File: src/rtl/fetch_pkg.sv
// Shared widths, reset vector, buffer entry type and fetch state encoding.
// FETCH_SKID_BUFFER_EN selects a two-entry buffer; otherwise a single entry is used.
package fetch_pkg;

  localparam int unsigned ADDR_W  = 16;
  localparam int unsigned INSTR_W = 16;
  localparam logic [ADDR_W-1:0] RESET_VECTOR = 16'h0001;

`ifdef FETCH_SKID_BUFFER_EN
  localparam int unsigned FETCH_DEPTH = 2;
`else
  localparam int unsigned FETCH_DEPTH = 1;
`endif

  typedef struct packed {
    logic [ADDR_W-1:0]  pc;
    logic [INSTR_W-1:0] instr;
  } fetch_entry_t;

  typedef enum logic [1:0] {
    ST_RESET,
    ST_RUN,
    ST_STALL
  } fetch_state_t;

endpackage

File: src/rtl/fetch_buffer.sv
// Circular FIFO of {pc, instr} entries with push, pop, flush and occupancy count.
// Head outputs read as zero whenever the buffer is empty.
module fetch_buffer
  import fetch_pkg::*;
#(
  parameter int unsigned DEPTH   = 2,
  parameter int unsigned ADDR_W  = 16,
  parameter int unsigned INSTR_W = 16,
  localparam int unsigned CNT_W  = $clog2(DEPTH + 1),
  localparam int unsigned PTR_W  = (DEPTH > 1) ? $clog2(DEPTH) : 1
) (
  input  logic               clk,
  input  logic               rst,
  input  logic               push,
  input  logic [ADDR_W-1:0]  pushPc,
  input  logic [INSTR_W-1:0] pushInstr,
  input  logic               pop,
  input  logic               flush,
  output logic [CNT_W-1:0]   count,
  output logic [ADDR_W-1:0]  headPc,
  output logic [INSTR_W-1:0] headInstr
);

  logic [ADDR_W-1:0]  pcMem    [DEPTH];
  logic [INSTR_W-1:0] instrMem [DEPTH];
  logic [PTR_W-1:0]   rdPtr;
  logic [PTR_W-1:0]   wrPtr;

  function automatic logic [PTR_W-1:0] bump(input logic [PTR_W-1:0] p);
    return (p == PTR_W'(DEPTH - 1)) ? '0 : p + PTR_W'(1);
  endfunction

  always_ff @(posedge clk or posedge rst) begin
    if (rst) begin
      rdPtr <= '0;
      wrPtr <= '0;
      count <= '0;
    end else if (flush) begin
      rdPtr <= '0;
      wrPtr <= '0;
      count <= '0;
    end else begin
      if (push) wrPtr <= bump(wrPtr);
      if (pop)  rdPtr <= bump(rdPtr);
      if (push && !pop)      count <= count + CNT_W'(1);
      else if (pop && !push) count <= count - CNT_W'(1);
    end
  end

  // Storage needs no reset: contents are only visible through the count-gated head.
  always_ff @(posedge clk) begin
    if (push && !flush && !rst) begin
      pcMem[wrPtr]    <= pushPc;
      instrMem[wrPtr] <= pushInstr;
    end
  end

  always_comb begin
    headPc    = '0;
    headInstr = '0;
    if (count != '0) begin
      headPc    = pcMem[rdPtr];
      headInstr = instrMem[rdPtr];
    end
  end

endmodule

File: src/rtl/instruction_fetch.sv
// Instruction fetch: PC register driving the ROM, buffering {PC, instr} for decode.
// Buffer depth is 2 with FETCH_SKID_BUFFER_EN defined, 1 otherwise.
module instruction_fetch #(
  parameter int unsigned       ADDR_W       = fetch_pkg::ADDR_W,
  parameter int unsigned       INSTR_W      = fetch_pkg::INSTR_W,
  parameter logic [ADDR_W-1:0] RESET_VECTOR = fetch_pkg::RESET_VECTOR
) (
  input  logic               clk,
  input  logic               rst,
  output logic [ADDR_W-1:0]  InstructionAddress,
  input  logic [INSTR_W-1:0] InstructionIn,
  input  logic               Redirect,
  input  logic [ADDR_W-1:0]  RedirectTarget,
  output logic               FetchValid,
  output logic [INSTR_W-1:0] FetchInstr,
  output logic [ADDR_W-1:0]  FetchPC,
  input  logic               FetchReady
);

  import fetch_pkg::*;

  localparam int unsigned DEPTH = FETCH_DEPTH;
  localparam int unsigned CNT_W = $clog2(DEPTH + 1);

  logic [ADDR_W-1:0] pc;
  logic [CNT_W-1:0]  count;
  logic [CNT_W-1:0]  countNext;
  fetch_state_t      state;
  fetch_state_t      stateNext;
  logic              pop;
  logic              push;
  logic              space;

  assign InstructionAddress = pc;
  assign FetchValid         = (count != '0);
  assign pop                = FetchValid && FetchReady;
  // STALL tracks count == DEPTH, so a push is only possible there alongside a pop.
  assign space              = (state != ST_STALL) || pop;
  assign push               = !Redirect && space;

  always_ff @(posedge clk or posedge rst) begin
    if (rst) begin
      state <= ST_RESET;
      pc    <= RESET_VECTOR;
    end else begin
      state <= stateNext;
      if (Redirect)  pc <= RedirectTarget;
      else if (push) pc <= pc + ADDR_W'(1);
    end
  end

  always_comb begin
    countNext = count;
    stateNext = ST_RUN;
    if (!Redirect) begin
      if (push && !pop)      countNext = count + CNT_W'(1);
      else if (pop && !push) countNext = count - CNT_W'(1);
      stateNext = (countNext == CNT_W'(DEPTH)) ? ST_STALL : ST_RUN;
    end
  end

  fetch_buffer #(
    .DEPTH   (DEPTH),
    .ADDR_W  (ADDR_W),
    .INSTR_W (INSTR_W)
  ) u_buffer (
    .clk       (clk),
    .rst       (rst),
    .push      (push),
    .pushPc    (pc),
    .pushInstr (InstructionIn),
    .pop       (pop),
    .flush     (Redirect),
    .count     (count),
    .headPc    (FetchPC),
    .headInstr (FetchInstr)
  );

endmodule

File: config.mk
export PLATFORM = sky130hd
export DESIGN_NAME = instruction_fetch
export DESIGN_NICKNAME = d
export VERILOG_FILES = /design/src/rtl/fetch_pkg.sv /design/src/rtl/fetch_buffer.sv /design/src/rtl/instruction_fetch.sv
export SDC_FILE = /design/constraint.sdc
export NUM_CORES = 1
export LEC_CHECK = 0
export BUFFER_PORTS_ARGS = -buffer_cell sky130_fd_sc_hd__buf_2
export CAP_MARGIN = 10
export CORE_ASPECT_RATIO = 0.7
export CORE_MARGIN = 2
export CORE_UTILIZATION = 45
export CTS_BUF_LIST = sky130_fd_sc_hd__clkbuf_8
export DETAILED_ROUTE_END_ITERATION = 10
export MAX_ROUTING_LAYER = met4
export PLACE_DENSITY = 0.74
export SLEW_MARGIN = 20
export SYNTH_ARGS = -nofsm -noshare
export SYNTH_HDL_FRONTEND = slang
export SYNTH_SLANG_ARGS = --single-unit
File: constraint.sdc
create_clock -name clk -period 3.5 [get_ports clk]
set_clock_uncertainty 0.2 [all_clocks]
set_input_delay 0.525 -clock clk [delete_from_list [all_inputs] [get_ports clk]]
set_output_delay 0.525 -clock clk [all_outputs]
set_load 0.01 [all_outputs]
### Word-level counts from Yosys, hierarchy flattened

Memory sizes are Yosys's and may differ from the RTL's.
Cells that the tools add are included.

| word-level totals | value |
|---|---|
| register bits after elaboration | 19 |
| RAM bits | 32 |
| bits of input ports | 36 |
| output and inout port bits | 49 |
| logic and storage cells | 33 |
| memories kept | 2 |

Memory list:

| name | depth | bits a word | rd ports | clocked after memory_dff | write ports | line | RTL |
|---|---|---|---|---|---|---|---|
| u_buffer.instrMem | 1 | 16 | 1 | 0 | 1 | fetch_buffer.sv:25 | `logic [INSTR_W-1:0] instrMem [DEPTH];` |
| u_buffer.pcMem | 1 | 16 | 1 | 0 | 1 | fetch_buffer.sv:24 | `logic [ADDR_W-1:0] pcMem [DEPTH];` |

| operators by class | value |
|---|---|
| add/sub/neg operators | 3 |
| eq/ne operators | 1 |
| multiplexer cells | 12 |
| reductions and logical operators | 12 |

Operators by type and width:

| kind | count |
|---|---|
| $mux W16 | 4 |
| $add A16 B1 Y16 const B | 1 |
| $logic_and A1 B1 Y1 | 6 |
| $mux W1 | 6 |
| $logic_not A1 Y1 | 4 |
| $mux W2 | 2 |
| $ne A2 B2 Y1 const B | 1 |
| $reduce_bool A2 Y1 | 1 |
| $add A1 B1 Y1 const B | 1 |
| $logic_or A1 B1 Y1 | 1 |
| $sub A1 B1 Y1 const B | 1 |

### Logic depth before layout (Yosys ltp)

Gate-level depths: netlist of run 1.

| depth | value |
|---|---|
| word-level depth | 10 |
| gate-level depth with buffers | 5 |
| mapped depth without buffers | 5 |

### By module

A second synthesis of run 1 with hierarchy kept.

| unflattened totals | value |
|---|---|
| cell total of the unflattened synthesis | 187 |
| area total of the unflattened synthesis | 2275.9 um2 |

Modules (own cells, without submodules):

| module | times used | cells each | area each (um2) |
|---|---|---|---|
| fetch_buffer | 1 | 72 | 1238.7 |
| instruction_fetch | 1 | 115 | 1037.2 |

### Worst setup path before layout of run 1

No wires, ideal clock.

| timing path | value |
|---|---|
| kind | input to register |
| from | in Redirect |
| to | mem u_buffer.instrMem[0][0], enable pin |
| setup time | 0.461 ns |
| arrival | 3.191 ns |
| data required time | 2.839 ns |
| setup slack | -0.352 ns |
| stages | 3 |
| buffers on the path | 2 |
| cells stage by stage | clkbuf_1 > clkbuf_1 > nor3_1 |

| between the ends | value |
|---|---|
| cells in the longest elaborated chain, start to end | 6 |

Ends and longest elaborated chain:

| element | line | RTL |
|---|---|---|
| start, declared | instruction_fetch.sv:12 | `input logic Redirect,` |
| $logic_not A1 Y1 * | fetch_buffer.sv:52, instruction_fetch.sv:39 |  |
| $logic_and A1 B1 Y1 | instruction_fetch.sv:39 | `assign push = !Redirect && space;` |
| $logic_and A1 B1 Y1 * (2 in series) | fetch_buffer.sv:52 | `if (push && !flush && !rst) begin` |
| $mux W1 * | fetch_buffer.sv:52 |  |
| $mux W1 (implied by the code) * | fetch_buffer.sv:54 | `instrMem[wrPtr] <= pushInstr;` |
| end, declared | fetch_buffer.sv:25 |  |

Every way passes the cells marked *; elsewhere a longest branch is shown, timed or not.

### Worst setup path in the final report of run 1

| timing path | value |
|---|---|
| from | reg state[1] |
| to | reg pc[15] (netlist: InstructionAddress[15]) |

| between the ends | value |
|---|---|
| cells in the longest elaborated chain, start to end | 4 |

Ends and longest elaborated chain:

| element | line | RTL |
|---|---|---|
| start, declared | instruction_fetch.sv:28 | `fetch_state_t state;` |
| start signal, assigned | instruction_fetch.sv:46 | `state <= stateNext;` |
| $ne A2 B2 Y1 | instruction_fetch.sv:38 | `assign space = (state != ST_STALL) \|\| pop;` |
| $logic_or A1 B1 Y1 | instruction_fetch.sv:38 |  |
| $logic_and A1 B1 Y1 | instruction_fetch.sv:39 |  |
| $reduce_bool A2 Y1 (no source line) | n/a |  |
| end signal, assigned | instruction_fetch.sv:47 | `if (Redirect) pc <= RedirectTarget;` |
| end signal, assigned | instruction_fetch.sv:48 | `else if (push) pc <= pc + ADDR_W'(1);` |
| end, declared | instruction_fetch.sv:25 | `logic [ADDR_W-1:0] pc;` |

No other way between the ends.
A chain may end at the register's enable or synchronous reset.

==> results of run 1 <==
cell families after synthesis:
kind of cell               Yosys count  share of synthesized area [%]
AOI/OAI and AO/OA                   23                           6.57
xor gates and xnor gates             8                           3.23
adders and majority gates            1                          0.576
buffers and inverters               12                           2.25
DFF                                 50                           65.0
muxes                                2                          0.922
and+or+nand+nor                     79                           21.4
sequential cells by signal (all words and copies together) (netlist names):
register,flops
InstructionAddress,16
u_buffer.instrMem,16
u_buffer.pcMem,16
state,2
area by class of cell:
cell class              count  area share, %
repair buffers             85           15.6
flip-flops and latches     50           51.3
clock inverters             2          0.591
well taps                  57           2.59
multi-input cells         113           26.2
clock buffers               6           3.00
inverters                   5          0.682
power breakdown:
part | leakage, nW | switching, mW | internal (mW)
Clock | 0.0478 | 0.196 | 0.163
Combinational | 0.648 | 0.0927 | 0.0785
Sequential | 0.509 | 0.0451 | 0.677
Total | 1.20 | 0.333 | 0.918
routing by layer:
layer,up-vias,GRT usage (%),routed length [um]
met2,75,25.0,1820
met4,0,8.01,60
li1,793,-,-
met3,7,5.05,434
met1,762,25.1,2230
met5,-,-,0
worst max-delay path, delay by kind of cell (launching register included):
| kind | cells | cell delay, ps |
|---|---|---|
| and+or+nand+nor | 3 | 1270 |
| DFF | 1 | 690 |
| AOI/OAI and AO/OA | 1 | 170 |
layout by cell type (no fill, tap or decap), drive strengths merged:
master | Yosys | routed
mux2i | 2 | 2
ha | 1 | 1
o21ai | 12 | 12
or3 | 2 | 2
nor3b | 1 | 1
or4b | 1 | 1
o31a | 2 | 2
dfstp | 1 | 1
nor2 | 5 | 5
nand2b | 1 | 1
nand4 | 5 | 5
a21oi | 1 | 1
o41ai | 1 | 1
nand3 | 6 | 6
and2 | 34 | 34
clkinv | 1 | 1
nor2b | 2 | 2
clkinvlp | 0 | 1
nand2 | 14 | 14
nor4 | 3 | 3
buf | 1 | 85
xor2 | 6 | 6
clkbuf | 6 | 6
a211o | 1 | 1
nor3 | 2 | 2
a31oi | 4 | 4
xnor2 | 2 | 2
edfxtp | 32 | 32
dfrtp | 17 | 17
inv | 4 | 5
o211a | 1 | 1
and4 | 1 | 1
or3b | 1 | 1
o31ai | 1 | 1
nand3b | 1 | 1
per-stage QoR:
step / utilization (%) / worst slack [ps] / cells
final: 58.5 / 1100 / 318
after global routing: 58.5 / 830 / 318
after detailed placement: 56.4 / 1120 / 310
after CTS: 58.5 / 1080 / 318
after global placement: 56.4 / 1180 / 310
after floorplan: - / 616 / 175
final timing paths:
kind | endpoint | cells past startpoint
max in group asynchronous | InstructionAddress[3] | 2
min in group clk | u_buffer.instrMem[0][8] | 1
max | InstructionAddress[15] | 4
max reg2reg | InstructionAddress[15] | 4
min reg2reg | state[1] | 1
min | InstructionAddress[2] | 2
==> metrics.yaml, run 1 <==
worst_setup_path:
  crit_start: "state[1]"
  worst_setup_path_start_kind: "flip-flop"
  worst_r2r_startpoint: "state[1]"
  crit_path_end_kind: "flip-flop"
  cpMaxStageDelayCell: "dfrtp_1"
  worst-setup-path-type: "flip-flop to flip-flop"
  cp.required_ps: 3540
  cp.arrival_ps: 2440
  crit_path_max_fanout: 36
  slowest_delay_ps: 690
  r2r_slack_ps: 1100
  path_cells: "or3b_1 > nand4_4 > or4b_1 > a31oi_1"
yosys:
  synthTopCellsByArea: "edfxtp_1 (44%), dfrtp_1 (20%), and2_1 (9.8%)"
  syn_inst: 175
  yosysTopAreaCellShare_pct: 44.2
  ys_seq_elements: 50
  ys_types: 35
  synth_commonest_cells: "and2_1 (34), edfxtp_1 (32), dfrtp_1 (17), nand2_1 (14), o21ai_0 (12)"
  synth_edf_count: 32
  synthFlopType: "edfxtp_1"
  synth_most_common_cell: "and2_1"
  async_reset_ff_share_pct: 36.0
  syn_area_sq_um: 2170
  synth_fp_nets: 212
  syn_avg_cell_area_sq_um: 12.4
  synth-seq-area-share_pct: 65.0
  yosys.area.top_type: "edfxtp_1"
  yosys_warnings: 0
final_layout:
  multiInputGateArea_sq_um: 722
  fillers: 392
  fin_nets: 297
  syn2layout_area_growth_pct: 26.7
  stdcell_area_sq_um: 2750
  antennaDiodeCount: 0
  drive_gt1_share_pct: 37.2
  seqCellArea_sq_um: 1410
timing:
  fmax_ghz: 0.416
  slew-limit-headroom_pct: 47.7
  tightestPinTransition_ps: 784
  slew_viol_final: 0
  tns_ps: 0
  period_minus_slack_ps: 2400
  hold_viol: 0
  whs_ps: 159
  fin_crit_sh_pct: 68.6
  rsz0062_at_grt: "false"
  finalSetupViolCount: 0
global_route:
  grt_overflow: 0
  grt_max_degree: 37
  grt_use_total_pct: 18.2
  grt_pass1_vias: 1541
  antenna_found_initial: 0
  grt_pass1_wl_um: 7250
route:
  dr_total_vias: 1637
  drt-initial-drc-count: 121
  ant_nets: 0
  wl_per_cell_um: 14.3
  drc: 0
  dr.pass1.iters: 4
  vias_per_cell: 5.15
  wl_um: 4540
clock_network:
  cts.sinks: 50
  clkTransAtPathRegs_ps: 90
  clk_latency_ps: 310
  holdBufCountCts: 0
  cts_resized: 0
  cts_buffer_depth: 2
  numCtsBuffers: 5
  cts_setup_buffers: 0
  cts-root-buf: "clkbuf_8"
  cts_tree: "done"
  htree_levels: 2
pwr:
  finalPower_mw: 1.25
  power_density_nw_per_um2: 455
  peakVddDrop_mv: 0.179
  leakagePower_nw: 1.20
place:
  place.gp.congestion: 0.828
  place_area_sq_um: 2650
  portBuffers: 84
  post-dp-hpwl_um: 3100
status:
  status: "completed"
hold_path:
  min_path_type: "input pin to asynchronous set/reset pin"
die:
  rows: 21
  coreArea_sq_um: 4700
  die_area_sq_um: 5410
  dieHeight_um: 62.1
  die_w_um: 87.0
  initial_core_util_pct: 46.2
  ios: 85
job:
  cap_violations: 0
(Power assumes the default switching activity.)
==> run 2, diff against run 1 <==
Settings changed: CORE_UTILIZATION 45 to 50, PLACE_DENSITY 0.74 to 0.78.
Clock period 3.5 ns to 2.4 ns, I/O delays scaled along.
==> metrics.yaml, run 2 (synthesis results as in run 1) <==
global_route:
  grt_overflow: 0
  grt_pass1_vias: 1364
  grt_use_total_pct: 19.6
  grt_pass1_wl_um: 6580
  antenna_found_initial: 0
  grt_max_degree: 36
clock_network:
  holdBufCountCts: 0
  cts_buffer_depth: 2
  clkTransAtPathRegs_ps: 90
  htree_levels: 2
  cts-root-buf: "clkbuf_8"
  cts_setup_buffers: 0
  clk_latency_ps: 300
  cts.sinks: 50
  numCtsBuffers: 5
  cts_tree: "done"
final_layout:
  antennaDiodeCount: 0
  layout_commonest_cell: "buf_2"
  final_cell_mix: "buf_2 (84), and2_1 (34), edfxtp_1 (32)"
  drive_gt1_share_pct: 37.5
  syn2layout_area_growth_pct: 27.0
  stdcell_area_sq_um: 2760
  fin_nets: 300
pwr:
  finalPower_mw: 1.77
  leakagePower_nw: 1.22
  peakVddDrop_mv: 0.414
  power_density_nw_per_um2: 642
route:
  dr.pass1.iters: 4
  wl_met2_um: 1960
  maxUsedRoutingLayer: "met4"
  met3WireLength_um: 251
  dr_total_vias: 1565
  m1WireLength_um: 2160
  vias_per_cell: 4.91
  wl_per_cell_um: 13.8
  drt-initial-drc-count: 59
  wl_um: 4410
  drc: 0
  ant_nets: 0
status:
  status: "finished, violations left"
  violations: "hold timing"
die:
  coreArea_sq_um: 4250
  die_area_sq_um: 4900
  die_w_um: 82.8
  dieHeight_um: 59.1
  initial_core_util_pct: 51.1
  rows: 20
  ios: 85
place:
  place.gp.congestion: 0.832
  place_area_sq_um: 2670
  portBuffers: 84
  post-dp-hpwl_um: 3300
timing:
  finalSetupViolCount: 0
  fin_crit_sh_pct: 86.2
  fmax_ghz: 0.483
  whs_ps: -17.2
  slew_viol_final: 0
  rsz0062_at_grt: "false"
  hold_viol: 17
  period_minus_slack_ps: 2070
  slew-limit-headroom_pct: 48.9
  tns_ps: 0
  tightestPinTransition_ps: 764
worst_setup_path:
  timing.critical_path.buf_inv: 1
  cp.arrival_ps: 2090
  path_cells: "buf_4 > or3b_4 > nand4_4 > or4b_1 > a31oi_1"
  worst_setup_path_start_kind: "flip-flop"
  path_depth: 5
  slowest_delay_ps: 500
  cp.required_ps: 2420
  ff2ff_path_depth: 5
  crit_family: "simple AND/OR/NAND/NOR gates"
  worst-setup-path-type: "flip-flop to flip-flop"
  crit_path_end_kind: "flip-flop"
  cpMaxStageDelayCell: "or4b_1"
  crit_path_max_fanout: 35
job:
  cap_violations: 0
hold_path:
  min_path_type: "input pin to asynchronous set/reset pin"
-- run 2: changes by cell type in the layout (fill, tap and decap cells not counted), sizes merged --
cell    before  now
clkbuf       6    5
inv          5    6
buf         85   88
-- run 2: path summary, 6_finish.rpt --
path,startpoint,endpoint,slack [ps]
max,state[1],InstructionAddress[15],330
min,rst,state[1],-20
max reg2reg,state[1],InstructionAddress[15],330
min reg2reg,state[0],state[1],320
max in group asynchronous,rst,InstructionAddress[9],1570
min in group clk,InstructionIn[1],u_buffer.instrMem[0][1],30
-- run 2: timing repair --
action,4_1_cts,5_1_grt
resized for setup,0,1
endpoints found under the hold margin,0,0
setup endpoints to repair,0,1
-- run 2: area by class of cell --
cell class / instances / area, sq um
multi-input combinational: 113 / 724
fill: 354 / 1500
clock buffer: 5 / 68.8
clock inverter: 3 / 15.0
sequential: 50 / 1410
inverter: 5 / 18.8
tap: 55 / 68.8
timing repair buffer: 88 / 450
-- run 2: worst register-to-register path, stage by stage (launching register included) --
cell and delay [ps]:
dfrtp_1 380, buf_4 210, or3b_4 340, nand4_4 180, or4b_1 510, a31oi_1 180
-- run 2: where the power goes --
group / switching [mW] / internal [mW]
Sequential: 0.0575 / 0.988
Combinational: 0.144 / 0.120
Clock: 0.264 / 0.198
-- run 2: per-layer routing --
metal,track usage [%],vias up
met5,-,-
met4,6.32,0
met3,5.79,2
met2,27.3,46
met1,28.0,718
li1,-,799
-- run 2: metrics by stage --
stage	util [%]	worst slack (ps)	instances
CTS	64.8	198	319
global placement	62.8	271	311
global route	64.9	166	319
detailed placement	62.8	222	311
finish	64.9	330	319
floorplan	-	142	175
